--- src/rtl/cmp_sort_pkg.sv ---
// cmp_sort_pkg: shared types, sizes and the comparator decision rule.
// The CMP_SORT_SIGNED_EN macro selects two's-complement ordering.
// Without it, words are ordered as unsigned values.
package cmp_sort_pkg;

    localparam int DEF_WIDTH = 4;
    localparam int DEF_N     = 4;
    localparam int CNT_W     = $clog2(DEF_N);

`ifdef CMP_SORT_SIGNED_EN
    localparam bit SIGNED_CMP = 1'b1;
`else
    localparam bit SIGNED_CMP = 1'b0;
`endif

    typedef enum logic [1:0] {
        LOAD  = 2'd0,
        SORT  = 2'd1,
        DRAIN = 2'd2
    } state_t;

    // A>B from the flags of S = A + ~B + 1.
    // Unsigned: a carry out (no borrow) with a nonzero difference.
    // Signed:   the sign of the true difference is positive, with a nonzero difference.
    function automatic logic cmp_gt(input logic s_msb, input logic c,
                                    input logic ovf, input logic eq);
        logic gt_u;
        logic gt_s;
        gt_u = c & ~eq;
        gt_s = ~(s_msb ^ ovf) & ~eq;
        return SIGNED_CMP ? gt_s : gt_u;
    endfunction

endpackage

--- src/rtl/cmp_sort_if.sv ---
// cmp_sort_if: load stream, drain stream and status for cmp_sort_ctrl.
// The master side is the data source and consumer. The slave side is the sorter.
interface cmp_sort_if #(parameter int WIDTH = 4);
    logic             in_valid;
    logic             in_ready;
    logic [WIDTH-1:0] in_data;
    logic             out_valid;
    logic             out_ready;
    logic [WIDTH-1:0] out_data;
    logic             out_last;
    logic             busy;

    modport master (
        output in_valid, in_data, out_ready,
        input  in_ready, out_valid, out_data, out_last, busy
    );

    modport slave (
        input  in_valid, in_data, out_ready,
        output in_ready, out_valid, out_data, out_last, busy
    );
endinterface

--- src/rtl/cmp_sort_sub_cmp.sv ---
// sub_cmp: combinational ripple subtractor A-B (M=1: B inverted, carry-in 1).
// It produces the difference, carry, overflow, equal, greater and less flags.
// The package rule gives the ordering, which is unsigned or signed depending on CMP_SORT_SIGNED_EN.
module sub_cmp
    import cmp_sort_pkg::*;
#(
    parameter int WIDTH = DEF_WIDTH
) (
    input  logic [WIDTH-1:0] i_a,
    input  logic [WIDTH-1:0] i_b,
    output logic [WIDTH-1:0] o_s,
    output logic             o_carry,
    output logic             o_ovf,
    output logic             o_eq,
    output logic             o_gt,
    output logic             o_lt
);

    logic [WIDTH:0]   w_c;
    logic [WIDTH-1:0] w_bx;

    assign w_bx   = ~i_b;
    assign w_c[0] = 1'b1;

    // One full adder per bit; the carry ripples from LSB to MSB.
    for (genvar g = 0; g < WIDTH; g++) begin : g_fa
        assign o_s[g]   = i_a[g] ^ w_bx[g] ^ w_c[g];
        assign w_c[g+1] = (i_a[g] & w_bx[g]) | (w_c[g] & (i_a[g] ^ w_bx[g]));
    end

    assign o_carry = w_c[WIDTH];
    assign o_ovf   = w_c[WIDTH] ^ w_c[WIDTH-1];
    assign o_eq    = (o_s == '0);
    assign o_gt    = cmp_gt(o_s[WIDTH-1], o_carry, o_ovf, o_eq);
    assign o_lt    = SIGNED_CMP ? (o_s[WIDTH-1] ^ o_ovf) : ~o_carry;

endmodule

--- src/rtl/cmp_sort_ctrl.sv ---
// cmp_sort_ctrl: loads N words, bubble-sorts them in place, then streams them out in ascending order.
// One shared comparator performs one compare/swap per SORT cycle.
// CMP_SORT_SIGNED_EN selects two's-complement ordering; the default ordering is unsigned.
module cmp_sort_ctrl
    import cmp_sort_pkg::*;
#(
    parameter int WIDTH = DEF_WIDTH,
    parameter int N     = DEF_N
) (
    input  logic          clk,
    input  logic          rst,
    cmp_sort_if.slave     bus
);

    localparam int CW = (N > 1) ? $clog2(N) : 1;
    localparam logic [CW-1:0] LAST     = CW'(N - 1);
    localparam logic [CW-1:0] LAST_IDX = CW'(N - 2);

    state_t           r_state;
    state_t           w_next;
    logic [WIDTH-1:0] r_mem [N];
    logic [CW-1:0]    r_load_cnt;
    logic [CW-1:0]    r_idx;
    logic [CW-1:0]    r_pass;
    logic [CW-1:0]    r_out_cnt;
    logic             r_swapped;

    logic [CW-1:0]    w_idx1;
    logic [WIDTH-1:0] w_a;
    logic [WIDTH-1:0] w_b;
    logic             w_gt;
    logic             w_swapped_now;
    logic             w_pass_end;
    logic             w_in_fire;
    logic             w_out_fire;

    logic [WIDTH-1:0] w_cmp_s;
    logic             w_cmp_c;
    logic             w_cmp_ovf;
    logic             w_cmp_eq;
    logic             w_cmp_lt;
    logic             w_unused;

    assign w_idx1 = r_idx + CW'(1);
    assign w_a    = r_mem[r_idx];
    assign w_b    = r_mem[w_idx1];

    sub_cmp #(.WIDTH(WIDTH)) u_cmp (
        .i_a     (w_a),
        .i_b     (w_b),
        .o_s     (w_cmp_s),
        .o_carry (w_cmp_c),
        .o_ovf   (w_cmp_ovf),
        .o_eq    (w_cmp_eq),
        .o_gt    (w_gt),
        .o_lt    (w_cmp_lt)
    );

    // Only the greater-than decision steers the swap; the remaining flags are diagnostic.
    assign w_unused = ^{w_cmp_s, w_cmp_c, w_cmp_ovf, w_cmp_eq, w_cmp_lt};

    assign bus.in_ready  = (r_state == LOAD);
    assign bus.out_valid = (r_state == DRAIN);
    assign bus.busy      = (r_state == SORT) || (r_state == DRAIN);
    assign bus.out_data  = r_mem[r_out_cnt];
    assign bus.out_last  = (r_state == DRAIN) && (r_out_cnt == LAST);

    assign w_in_fire     = bus.in_valid && (r_state == LOAD);
    assign w_out_fire    = bus.out_ready && (r_state == DRAIN);
    // The pass verdict must include a swap that happens on the pass's final compare.
    assign w_swapped_now = r_swapped | w_gt;
    assign w_pass_end    = (r_state == SORT) && (r_idx == LAST_IDX);

    // State register.
    always_ff @(posedge clk or posedge rst) begin
        if (rst) r_state <= LOAD;
        else     r_state <= w_next;
    end

    // Next-state logic. The sort stops early after a pass with no swaps, or after N-1 passes.
    always_comb begin
        w_next = r_state;
        case (r_state)
            LOAD:    if (w_in_fire && (r_load_cnt == LAST)) w_next = SORT;
            SORT:    if (w_pass_end && (!w_swapped_now || (r_pass == LAST_IDX))) w_next = DRAIN;
            DRAIN:   if (w_out_fire && (r_out_cnt == LAST)) w_next = LOAD;
            default: w_next = LOAD;
        endcase
    end

    // Load, compare and drain counters, and the per-pass swap flag.
    always_ff @(posedge clk or posedge rst) begin
        if (rst) begin
            r_load_cnt <= '0;
            r_idx      <= '0;
            r_pass     <= '0;
            r_out_cnt  <= '0;
            r_swapped  <= 1'b0;
        end else begin
            case (r_state)
                LOAD: begin
                    if (w_in_fire) begin
                        if (r_load_cnt == LAST) begin
                            r_load_cnt <= '0;
                            r_idx      <= '0;
                            r_pass     <= '0;
                            r_swapped  <= 1'b0;
                        end else begin
                            r_load_cnt <= r_load_cnt + CW'(1);
                        end
                    end
                end
                SORT: begin
                    if (w_pass_end) begin
                        r_idx     <= '0;
                        r_swapped <= 1'b0;
                        if (w_swapped_now && (r_pass != LAST_IDX))
                            r_pass <= r_pass + CW'(1);
                        else
                            r_out_cnt <= '0;
                    end else begin
                        r_idx     <= w_idx1;
                        r_swapped <= w_swapped_now;
                    end
                end
                DRAIN: begin
                    if (w_out_fire) begin
                        if (r_out_cnt == LAST) r_out_cnt <= '0;
                        else                   r_out_cnt <= r_out_cnt + CW'(1);
                    end
                end
                default: ;
            endcase
        end
    end

    // Word storage. Words are written during LOAD, and both entries are exchanged in one edge on a SORT swap.
    always_ff @(posedge clk or posedge rst) begin
        if (rst) begin
            for (int i = 0; i < N; i++) r_mem[i] <= '0;
        end else if (w_in_fire) begin
            r_mem[r_load_cnt] <= bus.in_data;
        end else if ((r_state == SORT) && w_gt) begin
            r_mem[r_idx]  <= w_b;
            r_mem[w_idx1] <= w_a;
        end
    end

endmodule

--- src/flat_wrapper.sv ---
// flat-port wrapper written by rule: the top's interface ports become plain ports
module cmp_sort_ctrl_flat import cmp_sort_pkg::*;
#(
    parameter int WIDTH = DEF_WIDTH,
    parameter int N     = DEF_N
)
  (clk, rst, bus_in_valid, bus_in_data, bus_out_ready, bus_in_ready, bus_out_valid, bus_out_data, bus_out_last, bus_busy);
  cmp_sort_if #(.WIDTH(WIDTH)) bus_i ();
  input  logic clk;
  input  logic rst;
  input wire logic [$bits(bus_i.in_valid)-1:0] bus_in_valid;
  input wire logic [$bits(bus_i.in_data)-1:0] bus_in_data;
  input wire logic [$bits(bus_i.out_ready)-1:0] bus_out_ready;
  output wire logic [$bits(bus_i.in_ready)-1:0] bus_in_ready;
  output wire logic [$bits(bus_i.out_valid)-1:0] bus_out_valid;
  output wire logic [$bits(bus_i.out_data)-1:0] bus_out_data;
  output wire logic [$bits(bus_i.out_last)-1:0] bus_out_last;
  output wire logic [$bits(bus_i.busy)-1:0] bus_busy;
  assign bus_i.in_valid = bus_in_valid;
  assign bus_i.in_data = bus_in_data;
  assign bus_i.out_ready = bus_out_ready;
  assign bus_in_ready = bus_i.in_ready;
  assign bus_out_valid = bus_i.out_valid;
  assign bus_out_data = bus_i.out_data;
  assign bus_out_last = bus_i.out_last;
  assign bus_busy = bus_i.busy;
  cmp_sort_ctrl #(.WIDTH(WIDTH), .N(N)) u_core (.clk(clk), .rst(rst), .bus(bus_i));
endmodule
--- config.mk ---
export PLATFORM = sky130hd
export DESIGN_NAME = cmp_sort_ctrl_flat
export DESIGN_NICKNAME = d
export VERILOG_FILES = /design/src/rtl/cmp_sort_pkg.sv /design/src/rtl/cmp_sort_if.sv /design/src/rtl/cmp_sort_sub_cmp.sv /design/src/rtl/cmp_sort_ctrl.sv /design/src/flat_wrapper.sv
export SDC_FILE = /design/constraint.sdc
export NUM_CORES = 1
export LEC_CHECK = 0
export BUFFER_PORTS_ARGS = -buffer_cell sky130_fd_sc_hd__buf_4
export CORE_MARGIN = 10
export CORE_UTILIZATION = 27
export DETAILED_ROUTE_END_ITERATION = 16
export PLACE_DENSITY_LB_ADDON = 0.12
export SLEW_MARGIN = 25
export SYNTH_ARGS = -nofsm -noshare
export SYNTH_HDL_FRONTEND = slang
export SYNTH_SLANG_ARGS = --single-unit
--- constraint.sdc ---
create_clock -name clk -period 5.3 [get_ports clk]
set_clock_uncertainty 0.1 [all_clocks]
set_input_delay 0.53 -clock clk [delete_from_list [all_inputs] [get_ports clk]]
set_output_delay 0.53 -clock clk [all_outputs]
set_load 0.01 [all_outputs]
==> impl_metrics.ini, run 1 <==
[run_status]
status = finished, final reports clean

[timing]
fmax_mhz = 227
fin_ws_ns = 0.897
hold_viol = 0
drv_slew = 0
layout_min_cycle_time_ns = 4.40
setup_viol = 0
rsz0062_at_grt = no
maxSlewHeadroom_pct = 53.4
final.period_utilization_pct = 83.1
worst_pin_slew_ns = 0.693
finalSetupTns_ns = 0
fin_hold_ws_ns = 0.198

[drt]
wire_per_inst_um = 18.4
drt-total-wl_um = 6150
viasPerCell = 5.37
vias = 1795
drc_errors = 0
dr.pass1.iters = 4
antenna_left = 0
drt_iter0_drc = 94

[yosys]
async_reset_ff_share_pct = 100
syn_area_per_cell_um2 = 9.94
synth-compound-area-share_pct = 15.2
synth-seq-cells = 27
synthCells = 219
syn_area_mm2 = 0.00218
synth-simple-area-share_pct = 20.8
ys_warn_count = 0
synth_commonest_cells = dfrtp_1, nand2_1, nand3_1, inv_1, ha_1
synth_xor_area_share_pct = 0
yosysMostFrequentCell = dfrtp_1
synth_top_family_by_area = simple AND/OR/NAND/NOR gates
netlist.area_leader.share_pct = 31.0
synthAdderAreaFrac_pct = 12.0
synth_area_leaders = dfrtp_1, mux4_2, ha_1
synth_mux_area_share_pct = 15.7
ys.flop_type = dfrtp_1
synth.distinct_cells = 39
synth-edff-count = 0
syn-num-nets = 246
synth.largest_area_cell = dfrtp_1
synth_seq_area_share_pct = 31.0

[final_layout]
design_area_mm2 = 0.00244
diodes = 0
final_nets = 260
layout-drive-gt1-share_pct = 15.1
layout.cells.non_filler = 334
area_growth_pct = 11.9

[cts]
clk_pin_slew_worst_paths_ns = 0.11
post_cts_buffers = 0
clockRootBuffer = clkbuf_8
numCtsBuffers = 3
cts.sinks = 27
cts_resized = 0
postCtsHoldBufs = 0
h-tree-depth = 1
clk_latency_ns = 0.28
cts_tree = built
clock_path_buffers = 2

[floorplan]
ios = 16
core_area_mm2 = 0.00777
die_x_um = 110
start_util_pct = 28.0
die_h_um = 110
dieArea_mm2 = 0.0121
rows = 32

[placed_design]
io_buffers = 15
preCtsSetupSlack_ns = 0.906
placedCellCount = 330
dpl_cell_area_mm2 = 0.00239
gp_congestion = 0.830
dpl.hpwl_um = 4700

[worst_setup_path]
cp_top_family = adder cells
path_max_fanout = 14
crit_arrival_ns = 4.48
start_kind = flop
crit_top_cell = fa_1
crit_type = flop to flop
critPathRequiredTime_ns = 5.38
path_cells = inv_1 -> ha_1 -> mux4_2 -> ha_1 -> fa_1 -> fa_1 -> inv_1 -> fa_1 -> nand4b_4 -> and3_1 -> and2_1 -> a221o_1
rr_startpoint = u_core.r_idx[1]
critPathMaxStageDelay_ns = 0.57
crit_slowest_cell = dfrtp_1
startpoint = u_core.r_idx[1]
cp-end-kind = flop
worst-path-buf-inv = 2

[pwr]
power_density_mw_per_mm2 = 655
total_leakage_power_nw = 1.11
peakVddDrop_uv = 184

[run]
maxCapViolCount = 0

[min_path]
hold_path_class = input port to async pin

[global_routing]
grt_max_degree = 28
grt_pass1_vias = 1764
grt_pass1_wl_um = 10100
antenna_found_initial = 0
grtUsageTotal_pct = 10.8
overflow = 0
-- state kept, by name, summed over array words and instances, names as in the netlist --
name and count:
u_core.r_out_cnt 2, u_core.r_load_cnt 2, u_core.r_state 2, u_core.r_swapped 1
u_core.r_idx 2, u_core.r_pass 2, u_core.r_mem 16
-- metal layers --
metal | routed length, µm | global-route usage, %
met1 | 2980 | 14.8
met2 | 2830 | 16.5
met3 | 271 | 2.46
met4 | 72 | 3.07
met5 | 0 | 0
-- cells in the final DEF (no fill, tap or decap), types with 4 or more instances in the layout --
| master | Yosys | final |
|---|---|---|
| inv_1 | 19 | 19 |
| nand4_1 | 7 | 7 |
| o211ai_1 | 10 | 10 |
| ha_1 | 16 | 16 |
| dfrtp_1 | 27 | 27 |
| and3_1 | 14 | 14 |
| a21oi_1 | 13 | 13 |
| mux2i_1 | 5 | 5 |
| o21ai_0 | 4 | 4 |
| mux4_2 | 9 | 9 |
| buf_4 | 1 | 17 |
| nand2_1 | 23 | 23 |
| nand3_1 | 21 | 21 |
| a221o_1 | 4 | 4 |
| nand4b_1 | 5 | 5 |
-- worst paths after layout --
path                                    end  slack, ns  cells past startpoint
max                         u_core.r_mem[3]       0.90                     12
min                        u_core.r_mem[14]       0.20                      3
max reg2reg                 u_core.r_mem[3]       0.90                     12
min reg2reg                u_core.r_pass[1]       0.45                      2
max in group asynchronous  u_core.r_swapped       4.63                      3
min in group clk            u_core.r_mem[8]       0.41                      3
-- report_power, final --
| group | internal (mW) | switching [mW] |
|---|---|---|
| Clock | 0.0529 | 0.0744 |
| Sequential | 0.296 | 0.115 |
| Combinational | 0.471 | 0.586 |
| Total | 0.820 | 0.776 |
-- stage by stage --
step                power, mW  util, %
floorplan                1.19        -
global placement         1.49     30.8
finish                   1.60     31.4
detailed placement       1.48     30.8
CTS                      1.61     31.4
global route             1.75     31.4
-- cell families after synthesis --
logic type                 after synthesis
and+or+nand+nor                         81
muxes                                   18
DFF                                     27
AOI/OAI and AO/OA                       47
adders and majority gates               19
buffers and inverters                   27
-- tightest hold or removal path, stage by stage --
cell   delay (ns)
buf_4        0.11
inv_1        0.04
buf_4        0.33
-- layout make-up --
| class | count | area (µm²) |
|---|---|---|
| multi-input cells | 165 | 1390 |
| well taps | 102 | 128 |
| inverters | 19 | 71.3 |
| clock buffers | 3 | 41.3 |
| flip-flops and latches | 27 | 676 |
| fillers | 830 | 5330 |
| clock inverters | 1 | 5.00 |
| repair buffers | 17 | 128 |
Power figures use the tool's default switching activity.
==> run 2, diff against run 1 <==
clock period = 4.09 ns   (was 5.3 ns; I/O delays follow)
==> run 2 against run 1 <==
Combinational power grew 51%. Clock power is 30% higher. Register-to-register slack worse by 0.71 ns. Non-clock buffer count grew 14. Sequential share of layout area is 1.3 points lower. Power up 43%. Flip-flop and latch count unchanged. Highest routed layer unchanged.
==> impl_metrics.ini, run 2 (synthesized netlist as in run 1, its figures left out) <==
[run_status]
status = finished, final reports clean

[final_layout]
utilization_pct = 32.9
layout.cells.non_filler = 348
diodes = 0
layout-drive-gt1-share_pct = 20.7
layout_common_cells = buf_4, dfrtp_1, nand2_1
final_nets = 274
top_register = u_core.r_mem
area_growth_pct = 17.2
fillers = 828
largest_reg_flops = 16
layout_commonest_cell = buf_4

[cts]
clk_pin_slew_worst_paths_ns = 0.11
cts_tree = built
h-tree-depth = 1
postCtsHoldBufs = 0
numCtsBuffers = 3
clockRootBuffer = clkbuf_8
clk_latency_ns = 0.29
cts.sinks = 27
clock_path_buffers = 2

[drt]
wire_per_inst_um = 18.9
dr.pass1.iters = 4
top_layer = met4
antenna_left = 0
viasPerCell = 5.37
drt_iter0_drc = 149
drt-total-wl_um = 6590
dr_wl_met3_um = 298
met2WireLength_um = 2960
wl_met1_um = 3210
vias = 1870
drc_errors = 0

[timing]
setup_viol = 0
fmax_mhz = 256
hold_viol = 0
rsz0062_at_grt = no
worst_pin_slew_ns = 0.637
final.period_utilization_pct = 95.5
layout_min_cycle_time_ns = 3.91
fin_hold_ws_ns = 0.0914
maxSlewHeadroom_pct = 57.2
finalSetupTns_ns = 0
drv_slew = 0

[global_routing]
grt_pass1_wl_um = 10800
grt_pass1_vias = 1849
overflow = 0
grt_max_degree = 28
grtUsageTotal_pct = 11.4
antenna_found_initial = 0

[floorplan]
ios = 16
dieArea_mm2 = 0.0121
rows = 32
die_x_um = 110
start_util_pct = 28.0
die_h_um = 110
core_area_mm2 = 0.00777

[worst_setup_path]
r2r-end = u_core.r_state[0]
start_kind = flop
crit_type = flop to flop
reg2reg_slack_ns = 0.18
rr_startpoint = u_core.r_idx[0]
path_max_fanout = 5
crit_arrival_ns = 3.98
reg2reg_depth = 12
cp-end-kind = flop
critPathRequiredTime_ns = 4.16

[pwr]
p_total_mw = 2.28
peakVddDrop_uv = 311
switchingPower_mw = 1.06
power_frac_seq_pct = 22.5
p_clk_share_pct = 7.2
switching_share_pct = 46.8
total_leakage_power_nw = 1.17
power_density_mw_per_mm2 = 891
p_int_mw = 1.21
pwr-share-comb_pct = 70.2

[placed_design]
gp_congestion = 0.820
dpl.hpwl_um = 4850
placedCellCount = 338
io_buffers = 15

[min_path]
hold_path_class = input port to async pin

[run]
maxCapViolCount = 0
-- run 2: worst max path at each step --
stage,startpoint,to,slack [ns]
final,u_core.r_idx[0],u_core.r_state[0],0.18
after global routing,u_core.r_idx[0],u_core.r_state[0],0.03
after CTS,u_core.r_idx[0],u_core.r_state[0],0.04
after detailed placement,u_core.r_idx[0],u_core.r_state[0],0.05
after global placement,u_core.r_idx[0],u_core.r_state[0],0.14
after floorplan,u_core.r_idx[0],u_core.r_state[0],0.03
-- run 2: what timing repair did --
item | CTS | global route
buffers inserted | 0 | 6
setup endpoints to repair | 0 | 6
hold endpoints to repair | 0 | 0
resized for setup | 0 | 2
-- run 2: metal layers --
layer,global-route usage (%),vias up
li1,-,884
met1,15.9,929
met2,17.7,48
met3,2.57,9
met4,2.60,0
met5,0,-
-- run 2: area by class of cell --
class	count	area (µm²)	area share [%]
Multi-Input combinational cell	165	1400	54.8
Sequential cell	27	676	26.5
Timing Repair Buffer	31	233	9.12
Tap cell	102	128	5.00
Inverter	19	71.3	2.79
Clock buffer	3	41.3	1.62
Clock inverter	1	5.00	0.196
-- run 2: power by group through the flow --
stage	Combinational [mW]	Sequential, mW	Clock [mW]
after floorplan	1.08	0.468	0
after detailed placement	1.46	0.518	0
after CTS	1.47	0.512	0.172
final	1.60	0.513	0.165
after global routing	1.78	0.531	0.185
after global placement	1.48	0.519	0
-- run 2: critical path: stages (launching register included) --
cell	delay, ns
dfrtp_1	0.42
inv_1	0.10
ha_1	0.32
buf_4	0.17
mux4_2	0.35
fa_2	0.38
fa_1	0.37
inv_1	0.08
fa_1	0.40
nand4b_4	0.22
a211o_4	0.37
and3_1	0.20
o32a_1	0.32
-- run 2: stage by stage --
step,setup slack [ns],area [µm²]
after floorplan,0.0290,2180
after global placement,0.139,2450
after detailed placement,0.0475,2450
after CTS,0.0414,2500
after global routing,0.0290,2550
final,0.184,2550
==> run 3, diff against run 2 <==
==> constraint.sdc (replaced) <==
create_clock -name clk -period 4.63 [get_ports clk]
set_clock_uncertainty 0.1 [all_clocks]
set_input_delay 0.463 -clock clk [delete_from_list [all_inputs] [get_ports clk]]
set_output_delay 0.463 -clock clk [all_outputs]
set_load 0.005 [all_outputs]
==> run 3 against run 2 <==
Setup slack better by 0.30 ns. Largest cell class unchanged. Maximum frequency down 5.8%. Flip-flop and latch count unchanged. Register-to-register slack better by 0.30 ns.
==> impl_metrics.ini, run 3 (synthesized netlist as in run 1, its figures left out) <==
[cts]
clock_path_buffers = 2
cts_tree = built
cts.sinks = 27
cts_resized = 0
post_cts_buffers = 0
numCtsBuffers = 3
postCtsHoldBufs = 0
h-tree-depth = 1
clockRootBuffer = clkbuf_8
clk_latency_ns = 0.28
clk_pin_slew_worst_paths_ns = 0.10

[pwr]
peakVddDrop_uv = 302
p_total_mw = 1.83
power_density_mw_per_mm2 = 747
total_leakage_power_nw = 1.12

[final_layout]
layout-drive-gt1-share_pct = 15.8
layout_common_cells = dfrtp_1, nand2_1, nand3_1
fillers = 848
layout_commonest_cell = dfrtp_1
largest_reg_flops = 16
final_nets = 262
diodes = 0
utilization_pct = 31.6
area_growth_pct = 12.6
top_register = u_core.r_mem

[worst_setup_path]
path_max_fanout = 14
critPathRequiredTime_ns = 4.70
startpoint = u_core.r_idx[0]
crit_type = flop to flop
start_kind = flop
r2r-end = u_core.r_mem[3]
cp-end-kind = flop
rr_startpoint = u_core.r_idx[0]
crit_arrival_ns = 4.22
reg2reg_depth = 11
reg2reg_slack_ns = 0.48

[timing]
drv_slew = 0
fmax_mhz = 241
setup_viol = 0
maxSlewHeadroom_pct = 59.8
finalSetupTns_ns = 0
layout_min_cycle_time_ns = 4.15
rsz0062_at_grt = no
worst_pin_slew_ns = 0.597
hold_viol = 0
final.period_utilization_pct = 89.6

[drt]
viasPerCell = 5.27
drt_iter0_drc = 136
antenna_left = 0
dr.pass1.iters = 4
vias = 1771
drt-total-wl_um = 6360
drc_errors = 0
wire_per_inst_um = 18.9

[run]
maxCapViolCount = 0

[floorplan]
core_area_mm2 = 0.00777
dieArea_mm2 = 0.0121
die_h_um = 110
rows = 32
start_util_pct = 28.0
die_x_um = 110
ios = 16

[placed_design]
dpl.hpwl_um = 4800
gp_congestion = 0.801
io_buffers = 15

[global_routing]
grt_pass1_vias = 1695
grt_pass1_wl_um = 10100
overflow = 0
grtUsageTotal_pct = 10.9
grt_max_degree = 28
antenna_found_initial = 0

[run_status]
status = finished, final reports clean

[min_path]
hold_path_class = input port to async pin
## run 3: final cells by class
cell class                 count  area, µm²  share of cell area (%)
multi-input combinational    165       1390                    56.6
clock buffer                   3       41.3                    1.68
tap                          102        128                    5.21
sequential                    27        676                    27.6
timing repair buffer          19        143                    5.82
inverter                      19       71.3                    2.91
clock inverter                 1       5.00                   0.204
## run 3: power by group
| group | internal, mW | leakage, nW | total [mW] | switching [mW] |
|---|---|---|---|---|
| Combinational | 0.552 | 0.750 | 1.23 | 0.681 |
| Sequential | 0.339 | 0.340 | 0.455 | 0.116 |
| Clock | 0.0605 | 0.0255 | 0.142 | 0.0813 |
## run 3: worst max-delay path by stage
stage | endpoint | cells after the start
after floorplan | u_core.r_state[0] | 13
after global placement | u_core.r_mem[0] | 11
after detailed placement | u_core.r_mem[3] | 11
after CTS | u_core.r_mem[3] | 11
after global routing | u_core.r_mem[3] | 11
final | u_core.r_mem[3] | 11
## run 3: metal layers
metal  global-route usage [%]  wire length (µm)  vias to the layer above
met5                        0                 0                        -
met4                     2.23                43                        0
met3                     2.28               366                        4
met2                     16.8              2950                       48
met1                     15.4              2990                      861
li1                         -                 -                      858
## run 3: stage by stage
| step | cell area (µm²) | std cells | setup slack (ns) | hold slack (ns) |
|---|---|---|---|---|
| after global routing | 2450 | 336 | 0.277 | 0.177 |
| after detailed placement | 2400 | 332 | 0.485 | 0.420 |
| after floorplan | 2180 | 219 | 0.569 | 0.389 |
| after CTS | 2450 | 336 | 0.474 | 0.152 |
| final | 2450 | 336 | 0.482 | 0.144 |
| after global placement | 2400 | 332 | 0.544 | 0.414 |
## run 3: worst max-delay path: stages, from the launching register on
cell and delay, ns:
dfrtp_1 0.44, buf_4 0.24, mux4_2 0.58, ha_1 0.22
fa_1 0.38, fa_1 0.36, inv_1 0.07, fa_1 0.41
nand4b_4 0.23, and3_1 0.37, and2_1 0.28, a221o_1 0.36
